`src/rtl/forward_stall_ctrl.sv`:
```
// forward_stall_ctrl: executes decode's hazard decisions.
//   - Drives PC / IF-ID enables and the ID-EX bubble (combinational).
//   - Owns the ID-EX forwarding-select register and the one-cycle load-use stall FSM.
//   - Holds the result / load history and muxes the forwarded EX operands.
// Optional: define STALL_COUNT_EN to add a saturating 16-bit stall counter output.
module forward_stall_ctrl #(
    parameter int DATA_W = 16
) (
    input  logic              clk,
    input  logic              rst,
    input  logic              freeze,
    input  logic [3:0]        mux_ctrl,
    input  logic              flush,
    input  logic [DATA_W-1:0] ex_result,
    input  logic [DATA_W-1:0] mem_rdata,
    input  logic [DATA_W-1:0] op1_rf,
    input  logic [DATA_W-1:0] op2_rf,
    output logic [DATA_W-1:0] op1_out,
    output logic [DATA_W-1:0] op2_out,
    output logic              pc_en,
    output logic              ifid_en,
    output logic              idex_nop,
    output logic [3:0]        fwd_sel
`ifdef STALL_COUNT_EN
    ,
    output logic [15:0]       stall_cnt
`endif
);

    typedef enum logic {RUN, STALL} state_t;

    state_t            state;
    logic [3:0]        pend_sel;
    logic [DATA_W-1:0] res_q1;
    logic [DATA_W-1:0] res_q2;
    logic [DATA_W-1:0] ld_q;

    // A stall only starts from RUN, and flush overrides the freeze request.
    logic stall_start;
    assign stall_start = (state == RUN) && !flush && freeze;

    // Load-use codes are rewritten to the ld_q source the bubble cycle will capture.
    function automatic logic [3:0] remap_ld(input logic [3:0] code);
        case (code)
            4'd5:    remap_ld = 4'd7;
            4'd6:    remap_ld = 4'd8;
            default: remap_ld = 4'd0;
        endcase
    endfunction

    // Only codes with a defined operand source are forwarded; the rest read the RF.
    function automatic logic [3:0] legal_fwd(input logic [3:0] code);
        case (code)
            4'd0, 4'd1, 4'd2, 4'd3, 4'd4, 4'd7, 4'd8: legal_fwd = code;
            default:                                  legal_fwd = 4'd0;
        endcase
    endfunction

    // Stall FSM, forwarding-select register and history registers.
    always_ff @(posedge clk) begin
        if (rst) begin
            state    <= RUN;
            fwd_sel  <= 4'd0;
            pend_sel <= 4'd0;
            res_q1   <= '0;
            res_q2   <= '0;
            ld_q     <= '0;
        end else begin
            // History keeps moving through stalls so ld_q holds the bubble-cycle load data.
            res_q1 <= ex_result;
            res_q2 <= res_q1;
            ld_q   <= mem_rdata;
            case (state)
                RUN: begin
                    if (flush) begin
                        fwd_sel  <= 4'd0;
                        pend_sel <= 4'd0;
                    end else if (freeze) begin
                        fwd_sel  <= 4'd0;
                        pend_sel <= remap_ld(mux_ctrl);
                        state    <= STALL;
                    end else begin
                        fwd_sel  <= legal_fwd(mux_ctrl);
                    end
                end
                STALL: begin
                    // Decode inputs are ignored here; the held code is released or killed.
                    fwd_sel  <= flush ? 4'd0 : pend_sel;
                    pend_sel <= 4'd0;
                    state    <= RUN;
                end
                default: begin
                    fwd_sel  <= 4'd0;
                    pend_sel <= 4'd0;
                    state    <= RUN;
                end
            endcase
        end
    end

    // Pipeline enables follow the current state and this cycle's hazard inputs.
    always_comb begin
        pc_en    = 1'b1;
        ifid_en  = 1'b1;
        idex_nop = 1'b0;
        if (state == RUN) begin
            if (flush) begin
                idex_nop = 1'b1;
            end else if (freeze) begin
                pc_en    = 1'b0;
                ifid_en  = 1'b0;
                idex_nop = 1'b1;
            end
        end else begin
            idex_nop = flush;
        end
    end

    // EX operand select: the operand not named by the code comes from the RF.
    always_comb begin
        op1_out = op1_rf;
        op2_out = op2_rf;
        case (fwd_sel)
            4'd1:    op1_out = res_q1;
            4'd2:    op2_out = res_q1;
            4'd3:    op1_out = res_q2;
            4'd4:    op2_out = res_q2;
            4'd7:    op1_out = ld_q;
            4'd8:    op2_out = ld_q;
            default: ;
        endcase
    end

`ifdef STALL_COUNT_EN
    // Counts RUN->STALL transitions, saturating at all-ones.
    always_ff @(posedge clk) begin
        if (rst) begin
            stall_cnt <= 16'd0;
        end else if (stall_start && (stall_cnt != 16'hFFFF)) begin
            stall_cnt <= stall_cnt + 16'd1;
        end
    end
`endif

endmodule

```
`config.mk`:
```
export PLATFORM = sky130hd
export DESIGN_NAME = forward_stall_ctrl
export DESIGN_NICKNAME = d
export VERILOG_FILES = /design/src/rtl/forward_stall_ctrl.sv
export SDC_FILE = /design/constraint.sdc
export NUM_CORES = 1
export LEC_CHECK = 0
export ABC_AREA = 0
export CAP_MARGIN = 20
export CORE_ASPECT_RATIO = 0.8
export CORE_UTILIZATION = 50
export DETAILED_ROUTE_END_ITERATION = 12
export DONT_BUFFER_PORTS = 1
export HOLD_SLACK_MARGIN = 0.12
export PLACE_DENSITY_LB_ADDON = 0.08
export RECOVER_POWER = 100
export SLEW_MARGIN = 20
export SYNTH_ARGS = -nofsm -noshare
export SYNTH_HDL_FRONTEND = slang
export SYNTH_SLANG_ARGS = --single-unit
```
`constraint.sdc`:
```
create_clock -name clk -period 2.25 [get_ports clk]
set_clock_uncertainty 0.1 [all_clocks]
set_input_delay 0.3375 -clock clk [delete_from_list [all_inputs] [get_ports clk]]
set_output_delay 0.3375 -clock clk [all_outputs]
set_load 0.05 [all_outputs]
```
# Word level (Yosys, flattened, before mapping)
# Cells that the tools add are included.
[word_totals]
register_bits = 57
latchBits = 0
mem_bits_rw = 0
mem_bits_ro = 0
input_bits = 72
n_memories = 0
[op_classes]
add_sub_neg = 0
n_mul = 0
n_div = 0
n_lt_le_gt_ge = 0
eq_ne = 15
shifts = 0
mux = 19
bitwise_logic = 1
n_reduce_logical = 2
[op_table]
columns = ["operator", "n"]
rows = [
  ["one-hot mux 16 bit (3 select lines)", 2],
  ["== test 4 x 3 -> 1 bit, second input constant", 6],
  ["2-to-1 mux 4 bit", 6],
  ["one-hot mux 4 bit (2 select lines)", 3],
  ["== test 4 x 2 -> 1 bit, second input constant", 4],
  ["== test 4 x 1 -> 1 bit, second input constant", 2],
  ["== test 4 bit, second input constant", 2],
  ["2-to-1 mux 1 bit", 7],
  ["OR reduction 7 bit", 1],
  ["zero test 4 bit", 1],
  ["!= test 3 bit, second input constant", 1],
  ["one-hot mux 1 bit (2 select lines)", 1],
  ["NOT 1 bit", 1],
]

# Logic depth before layout (Yosys ltp)
[depth]
ltp_word = 6
ltp_mapped = 6

# Worst setup path after synthesis
# Ideal clock, no wire load.
[synth_timing]
path_kind = "reg2out"
from = "register fwd_sel[1]"
to = "output op1_out[10]"
arrival_ns = 2.325
t_required_ns = 1.812
setup_slack_ns = -0.512
path_stages_with_launch = 7
path_cell_list = "dfxtp_1 buf_2 and2b_4 buf_2 buf_2 a21oi_1 a2bb2oi_1"
[synth_via]
elab_chain_len = 2
elab_cells_between_ends = 4
classes_between = "eq/ne: 3; mux: 1"
[synth_rtl]
columns = ["item", "line_no", "source"]
rows = [
  ["start, declared", "23", "output logic [3:0] fwd_sel"],
  ["start signal, assigned", "83", "fwd_sel <= legal_fwd(mux_ctrl);"],
  ["start signal, assigned", "88", "fwd_sel <= flush ? 4'd0 : pend_sel;"],
  ["== test 4 x 3 -> 1 bit (tied with other cells)", "123", "case (fwd_sel)"],
  ["one-hot mux 16 bit (3 select lines) (*)", "123", ""],
  ["end, declared", "18", "output logic [DATA_W-1:0] op1_out,"],
]
# Every way passes the cells marked *; elsewhere a longest branch is shown, timed or not.

# Worst setup path in the final report
[layout_timing]
from = "register fwd_sel[1]"
to = "output op2_out[7]"
[layout_via]
elab_chain_len = 2
elab_cells_between_ends = 4
classes_between = "eq/ne: 3; mux: 1"
[layout_rtl]
columns = ["item", "line_no", "source"]
rows = [
  ["== test 4 bit (tied with other cells)", "123", ""],
  ["one-hot mux 16 bit (3 select lines) (*)", "123", ""],
  ["end, declared", "19", "output logic [DATA_W-1:0] op2_out,"],
]
# Marked as above.

==> metrics.md <==
| Metric | Value |
|---|---|
| Status | complete, but fails checks |
| Failing checks | negative setup slack |
| Setup violators final | 21 |
| Initial antenna violation count | 0 |
| Die width | 83.05 um |
| Die footprint | roughly 5600 um^2 |
| Worst setup path start | fwd_sel[1] |
| I/O pins | 111 |
| Synth area leaders | dfxtp_1 42%, nor2b_1 12%, a221o_1 6.1% |
| Num rows | 23 |
| Synth unique cells | 32 |
| Yosys top cell by area | dfxtp_1 |
| Worst slack, placed | -11.04 ps |
| RePlAce Congestion | 0.8436 |
| Class of the most critical setup path | flip-flop to output port |
| Cell Area, Synth | around 2600 um^2 |
| Most used cell, CP | buf_6 |
| Root buffer cell | clkbuf_8 |
| Largest net degree at the start of global routing | 51 |
| Via/cell ratio | 5.941 |
| 1st-pass router iterations | 4 |
| Slew Viols, Final | 0 |
| Post-synthesis sequential area ratio | a little over two fifths |
| Worst reg-to-reg setup slack | approximately 800 ps |
| Hold Vio Cnt, Final | 0 |
| Die height | 66.84 um |
| RSZ-0062 raised after global routing | yes |
| Slowest stage cell, crit path | dfxtp_4 |
| Min-delay worst type | input pin to flip-flop |
| Cells on worst reg2reg path | 3 |
| Crit path capture | op2_out[7] |
| Worst skew pair latency | 300 ps |
| DRT Wirelength | around 7.6 mm |
| DRT iter0 DRCs | 108 |
| CP Cell Sequence | buf_6 -> o21ai_4 -> o311ai_4 -> buf_6 -> a221o_2 -> buf_12 |
| Max stage delay on crit path | ~390 ps |
| Clock sink count | 55 |
| Gr ovfl total | 0 |
| #FFs+latches synth | 55 |
| First-pass GRT wire length | 11.54 mm |
| Final ANT Viol Nets | 0 |
| CP Data Arrival Time | 1840 ps |
| Worst Setup Slack, final | -23.98 ps |
| Vias | 2,424 |
| TritonCTS buffer count | 5 |
| Synth warn | 0 |
| CP endpoint kind | output port |
| Worst EP required | ~1800 ps |
| PwrDens | 520.0 nW/um^2 |
| Gate Count Post-Synth | 281 |
| Reg-to-Reg Start | state |
| P&R area growth vs syn | 55.14% |
| Total power | 2120 uW |
| Reg2reg end | fwd_sel[1] |
| Antenna diode count | 0 |
| Syn Area/Cell | 9.351 um^2 |
| Critical Path Fanout Max | 8 |
| Worst setup SP type | flip-flop |
| Worst slew margin | 34.09% |
| Total track usage | a little over a quarter |
| Syn_nets | 353 |
| Input/output buffers | 0 |
| Period Utilization, post-route | 101.1% |
| Via count of the first global-routing pass | about 2,300 |
| Maximum vdd drop | 0.0004710 V |
| Fmax | between 0.4 and 0.5 GHz |
| Hpwl dp | ~5.0 mm |
| CTS Buffer Depth | 2 |
| Post-synth top area share | 41.90% |
| CTS tree | yes |
| Worst-path clk slew | about 100 ps |
| Layout cells sized above 1 | between 20% and 30% |
| Slew @ Worst Pin | 988.7 ps |
| Leakage | 0.001619 uW |
| H-Tree Depth | 2 |
| Drt wl/cell | 18.68 um |
| CORE AREA | 5036 um^2 |
| # Max-Cap Violations | 0 |
| Number of remaining DRC errors | 0 |
| Initial Util | approximately 52% |
| Nets | approximately 420 |
| Crit path time final | around 2300 ps |
| Setup TNS | -265.3 ps |
==> cell usage after synthesis <==
cell        n
a32o_1      2
o2bb2ai_1  16
and3_1     16
o21ai_1     1
dfxtp_1    55
a211oi_1    2
nor3_1      3
a2bb2oi_1  16
nor2_4      1
and2b_4     1
o311ai_4    1
buf_2       6
o2111ai_1   1
nor2b_1    51
nand2_1    19
nand2b_1    1
nand4_1     1
inv_1       5
clkbuf_1   15
and2_1      1
a22o_1     16
a21oi_1    19
a21o_1      3
a221o_1    16
and3b_1     1
buf_4       1
nor4_1      1
or2_2       1
buf_6       4
nor2_1      3
and4b_1     1
and2b_1     1
==> metal layers <==
layer	GRT usage (%)	part of all wire, %
met5	0	0
met4	7.328	0.25
met3	5.824	5.7
met2	46.62	50
met1	34.74	44
==> cells by family (layout without fill, tap and decap cells) <==
logic type	Yosys count	count (layout)	synth area share, %
buffers and inverters	31	96	6.000
DFF	55	55	41.90
and+or+nand+nor	102	102	22.67
AOI/OAI and AO/OA	93	93	29.43
==> state kept, by name, summed over array words and instances (netlist names) <==
name,flops
ld_q,16
res_q1,16
state,1
res_q2,16
fwd_sel,4
pend_sel,2
==> worst min path at each step <==
stage / from / to / slack, ps / cells past startpoint
after global routing: rst / state / 130 / 2
after detailed placement: rst / res_q2[6] / 310 / 1
after global placement: rst / res_q2[10] / 310 / 1
after floorplan: flush / fwd_sel[3] / 310 / 1
final: rst / state / 140 / 2
after CTS: rst / state / 140 / 2
==> cell type report <==
class,instances,area [um^2]
flip-flops and latches,55,1110
well taps,62,77.57
inverters,5,18.77
clock inverters,3,23.77
clock buffers,5,68.82
fillers,278,959.7
repair buffers,83,1066
multi-input cells,195,1712
==> where the power goes <==
group	leakage [uW]	internal [uW]	total [uW]	switching, uW
Sequential	0.000457	1020	1050	31.9
Clock	0.0000408	223	542	319
Combinational	0.00112	263	531	268
==> placed cells by master, fill, tap and decap left out, types with 16 or more instances in the layout <==
| cell | n |
|---|---|
| a2bb2oi_4 | 16 |
| nand2_1 | 19 |
| a21oi_1 | 16 |
| buf_12 | 26 |
| a22o_1 | 16 |
| dlygate4sd3_1 | 37 |
| nor2b_1 | 49 |
| dfxtp_1 | 52 |
| and3_1 | 16 |
| o2bb2ai_1 | 16 |
==> per-stage QoR <==
stage	cells	hold slack [ps]	cell area, um^2	util (%)
floorplan	281	308.5	2864	-
finish	408	144.0	4076	80.94
CTS	408	135.8	3996	79.35
detailed placement	356	314.4	3415	67.80
global route	408	130.2	4076	80.94
global placement	356	313.1	3415	67.80
==> worst max-delay path: cells and delay by family (launching register included) <==
family	cells	cell delay (ps)
compound gates	3	670
buf+inv	3	460
flops	1	390
==> repair_timing <==
action                                 4_1_cts  5_1_grt
endpoints found under the hold margin       53        0
gates resized for setup                     16       14
setup endpoints to repair                   32       32
setup buffers                                6        0
hold buffers                                38        0
pin swaps                                   16        9
Note: power is estimated with default switching activity, not from simulation.
